<file path="src/rtl/uart_cmd_rx.sv">
// uart_cmd_rx: 8N1 UART receiver for the temperature-sensor command path.
// Samples the synchronised rx line in the middle of each bit, LSB first, and
// pulses rx_valid for every well-formed byte or frame_err for a low stop bit.
// Optional macro UART_RX_PARITY_EN adds an even-parity bit before the stop bit
// and a parity_err pulse output.
`timescale 1ns/1ps

module uart_cmd_rx #(
    parameter int CLK_DIV     = 87,   // clk cycles per bit, 4..4095
    parameter int SYNC_STAGES = 2     // metastability flops on rx, 2..3
) (
    input  logic       clk,
    input  logic       reset,
    input  logic       rx,
    output logic [7:0] rx_data,
    output logic       rx_valid,
    output logic       frame_err,
`ifdef UART_RX_PARITY_EN
    output logic       parity_err,
`endif
    output logic       busy
);

    // Counter reload values: full bit period, and half a bit to land mid-start-bit.
    localparam logic [11:0] C_FULL = 12'(CLK_DIV - 1);
    localparam logic [11:0] C_HALF = 12'(CLK_DIV / 2 - 1);

    typedef enum logic [2:0] {
        S_IDLE,
        S_START,
        S_DATA,
        S_PARITY,
        S_STOP,
        S_BREAK
    } state_t;

    logic [SYNC_STAGES-1:0] r_sync;
    logic                   w_rxs;

    state_t      r_state;
    logic [11:0] r_cnt;
    logic [2:0]  r_bit;
    logic [7:0]  r_shreg;
    logic [7:0]  r_rx_data;
    logic        r_rx_valid;
    logic        r_frame_err;
    logic        w_good_byte;
`ifdef UART_RX_PARITY_EN
    logic        r_par_bit;
    logic        r_parity_err;
`endif

    // Synchroniser chain; resets to the idle-high line level so no false start.
    always_ff @(posedge clk or posedge reset) begin
        if (reset) begin
            r_sync <= '1;
        end else begin
            r_sync <= {r_sync[SYNC_STAGES-2:0], rx};
        end
    end

    assign w_rxs = r_sync[SYNC_STAGES-1];

`ifdef UART_RX_PARITY_EN
    // Even parity: data bits plus parity bit must contain an even number of ones.
    assign w_good_byte = ~(^{r_shreg, r_par_bit});
`else
    assign w_good_byte = 1'b1;
`endif

    // Receive FSM with registered data/pulse outputs.
    always_ff @(posedge clk or posedge reset) begin
        if (reset) begin
            r_state     <= S_IDLE;
            r_cnt       <= '0;
            r_bit       <= '0;
            r_shreg     <= '0;
            r_rx_data   <= '0;
            r_rx_valid  <= 1'b0;
            r_frame_err <= 1'b0;
`ifdef UART_RX_PARITY_EN
            r_par_bit    <= 1'b0;
            r_parity_err <= 1'b0;
`endif
        end else begin
            r_rx_valid  <= 1'b0;
            r_frame_err <= 1'b0;
`ifdef UART_RX_PARITY_EN
            r_parity_err <= 1'b0;
`endif
            case (r_state)
                S_IDLE: begin
                    r_cnt <= '0;
                    if (!w_rxs) begin
                        r_state <= S_START;
                        r_cnt   <= C_HALF;
                    end
                end

                S_START: begin
                    if (r_cnt != 12'd0) begin
                        r_cnt <= r_cnt - 12'd1;
                    end else if (!w_rxs) begin
                        r_state <= S_DATA;
                        r_bit   <= '0;
                        r_cnt   <= C_FULL;
                    end else begin
                        // Start bit vanished by mid-bit: treat as a glitch.
                        r_state <= S_IDLE;
                    end
                end

                S_DATA: begin
                    if (r_cnt != 12'd0) begin
                        r_cnt <= r_cnt - 12'd1;
                    end else begin
                        r_shreg[r_bit] <= w_rxs;
                        r_cnt          <= C_FULL;
                        if (r_bit == 3'd7) begin
`ifdef UART_RX_PARITY_EN
                            r_state <= S_PARITY;
`else
                            r_state <= S_STOP;
`endif
                        end else begin
                            r_bit <= r_bit + 3'd1;
                        end
                    end
                end

`ifdef UART_RX_PARITY_EN
                S_PARITY: begin
                    if (r_cnt != 12'd0) begin
                        r_cnt <= r_cnt - 12'd1;
                    end else begin
                        r_par_bit <= w_rxs;
                        r_cnt     <= C_FULL;
                        r_state   <= S_STOP;
                    end
                end
`endif

                S_STOP: begin
                    if (r_cnt != 12'd0) begin
                        r_cnt <= r_cnt - 12'd1;
                    end else begin
                        r_cnt <= '0;
                        if (w_rxs) begin
                            // Good stop bit; a parity error (if enabled) suppresses delivery.
                            r_state <= S_IDLE;
                            if (w_good_byte) begin
                                r_rx_data  <= r_shreg;
                                r_rx_valid <= 1'b1;
                            end else begin
`ifdef UART_RX_PARITY_EN
                                r_parity_err <= 1'b1;
`endif
                            end
                        end else begin
                            // Low stop bit wins over any parity result.
                            r_frame_err <= 1'b1;
                            r_state     <= S_BREAK;
                        end
                    end
                end

                S_BREAK: begin
                    r_cnt <= '0;
                    if (w_rxs) begin
                        r_state <= S_IDLE;
                    end
                end

                default: begin
                    r_state <= S_IDLE;
                    r_cnt   <= '0;
                end
            endcase
        end
    end

    assign rx_data   = r_rx_data;
    assign rx_valid  = r_rx_valid;
    assign frame_err = r_frame_err;
    assign busy      = (r_state != S_IDLE);
`ifdef UART_RX_PARITY_EN
    assign parity_err = r_parity_err;
`endif

endmodule

</file>
<file path="config.mk">
export PLATFORM = sky130hd
export DESIGN_NAME = uart_cmd_rx
export DESIGN_NICKNAME = d
export VERILOG_FILES = /design/src/rtl/uart_cmd_rx.sv
export SDC_FILE = /design/constraint.sdc
export NUM_CORES = 1
export LEC_CHECK = 0
export CORE_ASPECT_RATIO = 1.25
export CORE_UTILIZATION = 53
export DETAILED_ROUTE_END_ITERATION = 8
export PLACE_DENSITY_LB_ADDON = 0.1
export REMOVE_ABC_BUFFERS = 1
export SYNTH_ARGS = -nofsm -noshare
export SYNTH_HDL_FRONTEND = slang
export SYNTH_SLANG_ARGS = --single-unit
</file>
<file path="constraint.sdc">
create_clock -name clk -period 3.8 [get_ports clk]
set_clock_uncertainty 0.05 [all_clocks]
set_input_delay 0.57 -clock clk [delete_from_list [all_inputs] [get_ports clk]]
set_output_delay 0.57 -clock clk [all_outputs]
set_load 0.05 [all_outputs]
</file>
* Yosys cells after proc, flatten, opt, wreduce, memory -nomap -nowiden
Cells that the tools add are included.
** Operators by class
- Add/subtract/negate cells :: 2
- Div/mod/pow operators :: 0
- Bitwise operators :: 1
- Multiplexer cells :: 29
- Equality and inequality tests :: 14
- Shift operators :: 0
- Multipliers :: 0
- Order comparisons :: 2
- Reduce and logical (&&, ||, !) cells :: 9
** Operators by type and width (number)
- $mux 12 :: 4
- $pmux 12 s4 :: 1
- $mux 3 :: 11
- $ne 2x2->1 const B :: 8
- $pmux 3 s5 :: 1
- $reduce_bool 12->1 :: 1
- $sub 12x1->12 const B :: 1
- $eq 3x3->1 const B :: 3
- $bwmux 8 :: 1
- $mux 1 :: 7
- $mux 6 :: 1
- $pmux 3 s2 :: 1
- $reduce_and 6->1 :: 1
- $reduce_and 5->1 :: 1
- $lt 3x4->1 const B :: 1
- $add 3x1->3 const B :: 1
- $demux 1 s3 :: 1
- $eq 3x1->1 const B :: 1
- $eq 3x2->1 const B :: 1
- $ge 3x1->1 const B :: 1
- $logic_not 3->1 :: 1
- $ne 3x3->1 const B :: 1
- $reduce_and 3->1 :: 1
- $reduce_bool 3->1 :: 1
- 5 further kinds :: 5
** Word-level totals
- Flip-flop bits (word level) :: 38
- Word-level logic and storage cells :: 65
- Memories kept :: 0
- Output and inout bits :: 11
- Latch bits :: 0
- ROM bits :: 0
- Bits of input ports :: 3
- Bits in writable memories :: 0

* Longest topological paths before layout
- Depth in word-level cells :: 5
- Gate-level depth with buffers :: 7
- Mapped depth without buffers :: 6

* Worst setup path after synthesis
Ideal clock, no wire load.
- Path type :: register to register
- From :: register r_cnt[3]
- To :: register r_bit[0]
- Buffers on the path :: 0
- Clock period less this slack :: 1.962 ns
- Setup slack :: 1.838 ns
- Cell stages (with the launch flop) :: 5
- Data arrival time :: 1.787 ns
- Path through :: dfrtp_1 nor4_4 nand4_4 or3_4 mux2_4
** On the way
- Cells in the longest elaborated chain, start to end :: 3
- Elaborated cells between the ends (all ways) :: 4
- Those cells by class :: eq/ne (2); reduce/logical (2)
** RTL lines
- start: declaration :: line 41 : logic [11:0] r_cnt;
- start signal: assignment :: line 102 : r_cnt <= r_cnt - 12'd1;
- start signal: assignment :: line 115 : r_cnt <= r_cnt - 12'd1;
- start signal: assignment :: line 145 : r_cnt <= r_cnt - 12'd1;
- $reduce_bool 12->1 (*) :: line 101, 114
- $ne 2x2->1 (no source line)
- $reduce_and 5->1 (no source line) (*)
- end signal: assignment :: line 126 : r_bit <= r_bit + 3'd1;
- end: declaration :: line 42 : logic [2:0] r_bit;
Mark *: on every way between the ends. The rest lies on a longest branch, timed or not.
A chain may end at the register's enable or synchronous reset.

* Worst setup path in the final report
- From :: register r_state[2]
- To :: output busy
** On the way
- Cells in the longest elaborated chain, start to end :: 1
** RTL lines
- start: declaration :: line 40 : state_t r_state;
- start signal: assignment :: line 74 : r_state <= S_IDLE;
- start signal: assignment :: line 95 : r_state <= S_START;
- start signal: assignment :: line 104 : r_state <= S_DATA;
- $reduce_bool 3->1 :: line 185 : assign busy = (r_state != S_IDLE);
- end: declaration :: line 21 : output logic busy
No other way between the ends.

==> metrics.txt <==
outcome=finished clean; Worst Reg-to-Reg Cells=4; reg-to-reg endpoint=r_bit[0]$_DFFE_PP0P_; Post-Syn Area=around 1900 um^2; # clock sinks=38; period utilization=67.9%; CTS resizes=0; residual DRC count=0; final hold vios=0; Worst Hold Class=flop to flop; total power=0.00132 W; die span in y=roughly 70 um; CTS clock-pin slew for the worst setup and hold paths=about 0.07 ns; power per cell area=597 nW/um^2; Final HPWL DP=~2700 um; Rows=24; worst-margin pin slew=0.960 ns; CP Data Required Time=3.18 ns; Final nets=~200; most used flip-flop cell after synthesis=dfrtp_1; DRT Pass-1 Iters=4; CP Class=flop to primary output; drt initial violations=50; EDFF count, synth=0; Final setup violation count=0; Period minus WS final=2.58 ns; crit path cell chain=or3_1 > clkdlybuf4s50_1; cell depth of the worst hold path=0; layout cell share with drive strength beyond 1=19.6%; hold path endpoint=r_sync[1]$_DFF_PP1_; core footprint=approximately 3500 um^2; DR vias/cell=5.99; gr usage total=22.2%; Max IR drop VDD=around 0.00038 V; worst-skew pair later-pin latency=0.30 ns; DIE AREA=3920 um^2; postcts setup bufs=0; Clock Path Buffers=2; sequential element share of the synthesized area=48.9%; crit path buf inv count=1; reg-to-reg slack, setup=1.50 ns; commonest cells after routing, fill and taps aside=dfrtp_1, mux2_2, nor2_1; CTS root buf=clkbuf_8; Vias=1366; Rel. slew slack=between 30% and 40%; Reg power frac=between 40% and 50%; Max Clk Rate=~0.39 GHz; #FFs+latches synth=38; Static Leak=0.979 nW; Final GP Congestion=approximately 0.86; post-route ant nets=0; vias in the first global route=1434; Reg2Reg Launch Point=r_cnt[3]$_DFFE_PP0P_; Post-synth ARST share=between 90% and 100%; grt ovf=0; CTS tree=done; Net Sw Power=a little under 0.0005 W; first-pass GRT wire length=6640 um; most common cell after layout, fill and taps aside=dfrtp_1; CP max stage cell=clkdlybuf4s50_1; Comb power frac=33.8%; critical path capture point type=primary output; clock network power share=25.9%; Switching Share=36.5%; per-cell routed wire length=16.5 um; Mapped Cells=176; IO Count=14; crit path DAT=1.96 ns; Num CTS Buffers=5; Synthesis Warnings=0; min-delay src=r_sync[0]$_DFF_PP1_; largest net degree at the start of global routing=28; Fin Setup TNS=0 ns; number of H-tree levels=2; Worst setup SP type=flop; slowest cell delay on critical path=0.70 ns; Initial Util=55.4%; initial antenna violation count=0; Synth cell types=between 40 and 50; Synth Area per Inst=11.1 um^2; Top Family by Delay on Critical Path=buffers and inverters; Area Growth Syn to Fin=13.6%; Routed WL=3760 um; IO buf count=13; CP Max Fanout=20; diodes inserted=0; hold buffer count at cts=0; die width=about 56 um; max-cap viol count=0; pins over their slew limit=0; internal power=0.000838 W; RSZ-0062 raised after global routing=false
==> synth_stat cells, types with 3 or more instances <==
master	count	area (um^2)
dfrtp_1	36	901
mux2_2	18	203
nor2_1	15	56.3
nand2_1	10	37.5
xor2_1	7	61.3
clkbuf_1	6	22.5
nand4_1	6	37.5
nor3_1	6	30.0
inv_1	5	18.8
ha_1	4	50.1
nand2b_1	4	25.0
nand3_1	4	20.0
nor3b_1	4	30.0
nor4_1	4	25.0
xnor2_1	4	35.0
o21ai_0	3	15.0
==> flip-flops by register name (all words and copies together), names as in the netlist <==
name and cells:
r_state 3, rx_data 8, rx_valid 1, r_sync 2
frame_err 1, r_cnt 12, r_shreg 8, r_bit 3
==> worst max path at each step <==
stage / startpoint / endpoint / slack [ns] / cells after the start
2_1_floorplan: r_cnt[3]$_DFFE_PP0P_ / r_bit[0]$_DFFE_PP0P_ / 1.73 / 4
3_3_place_gp: r_state[2]$_DFFE_PP0P_ / busy / 1.57 / 2
3_5_place_dp: r_cnt[3]$_DFFE_PP0P_ / r_shreg[7]$_DFFE_PP0P_ / 1.49 / 4
4_1_cts: r_state[2]$_DFFE_PP0P_ / busy / 1.22 / 2
5_1_grt: r_state[2]$_DFFE_PP0P_ / busy / 1.13 / 2
6_report: r_state[2]$_DFFE_PP0P_ / busy / 1.22 / 2
==> area by class of cell <==
| type | count | area (um^2) |
|---|---|---|
| Fill cell | 277 | 1300 |
| Sequential cell | 38 | 953 |
| Multi-Input combinational cell | 124 | 941 |
| Timing Repair Buffer | 14 | 138 |
| Clock buffer | 5 | 68.8 |
| Tap cell | 39 | 48.8 |
| Clock inverter | 3 | 45.0 |
| Inverter | 5 | 18.8 |
==> cell families (layout without fill, tap and decap cells) <==
| kind of cell | count (synthesis) | count (layout) | synth area share, % |
|---|---|---|---|
| mux | 21 | 21 | 12.2 |
| flops | 38 | 38 | 48.9 |
| simple gates | 68 | 68 | 20.7 |
| compound gates | 20 | 20 | 7.84 |
| buf+inv | 14 | 27 | 2.76 |
| fa+ha+maj | 4 | 4 | 2.57 |
| xor+xnor | 11 | 11 | 4.95 |
==> routing by layer <==
layer	global-route usage (%)	routed length, um
met1	28.5	1620
met2	34.7	1950
met3	5.97	120
met4	10.6	70
met5	0	0
==> metrics by stage <==
step           utilization, %  hold WS (ns)  cells  area (um^2)  worst slack (ns)
5_1_grt                  63.0         0.316    228         2210              1.13
3_5_place_dp             59.8         0.297    220         2100              1.49
3_3_place_gp             59.8         0.298    220         2100              1.57
6_report                 63.0         0.308    228         2210              1.22
4_1_cts                  63.0         0.311    228         2210              1.22
2_1_floorplan               -         0.295    167         1910              1.73
==> power by group through the flow <==
stage               clock (W)  sequential (W)  combinational [W]
floorplan                   0        0.000524           0.000353
global placement            0        0.000535           0.000427
detailed placement          0        0.000540           0.000440
CTS                  0.000350        0.000532           0.000446
global route         0.000367        0.000541           0.000499
finish               0.000342        0.000533           0.000446
==> worst reg2reg max path: cells and delay by family, from the launching register on <==
kind             cells  cell delay, ns
flip-flops           1            0.45
multiplexers         1            0.30
AND/OR/NAND/NOR      3            1.40
(Power assumes the default switching activity.)
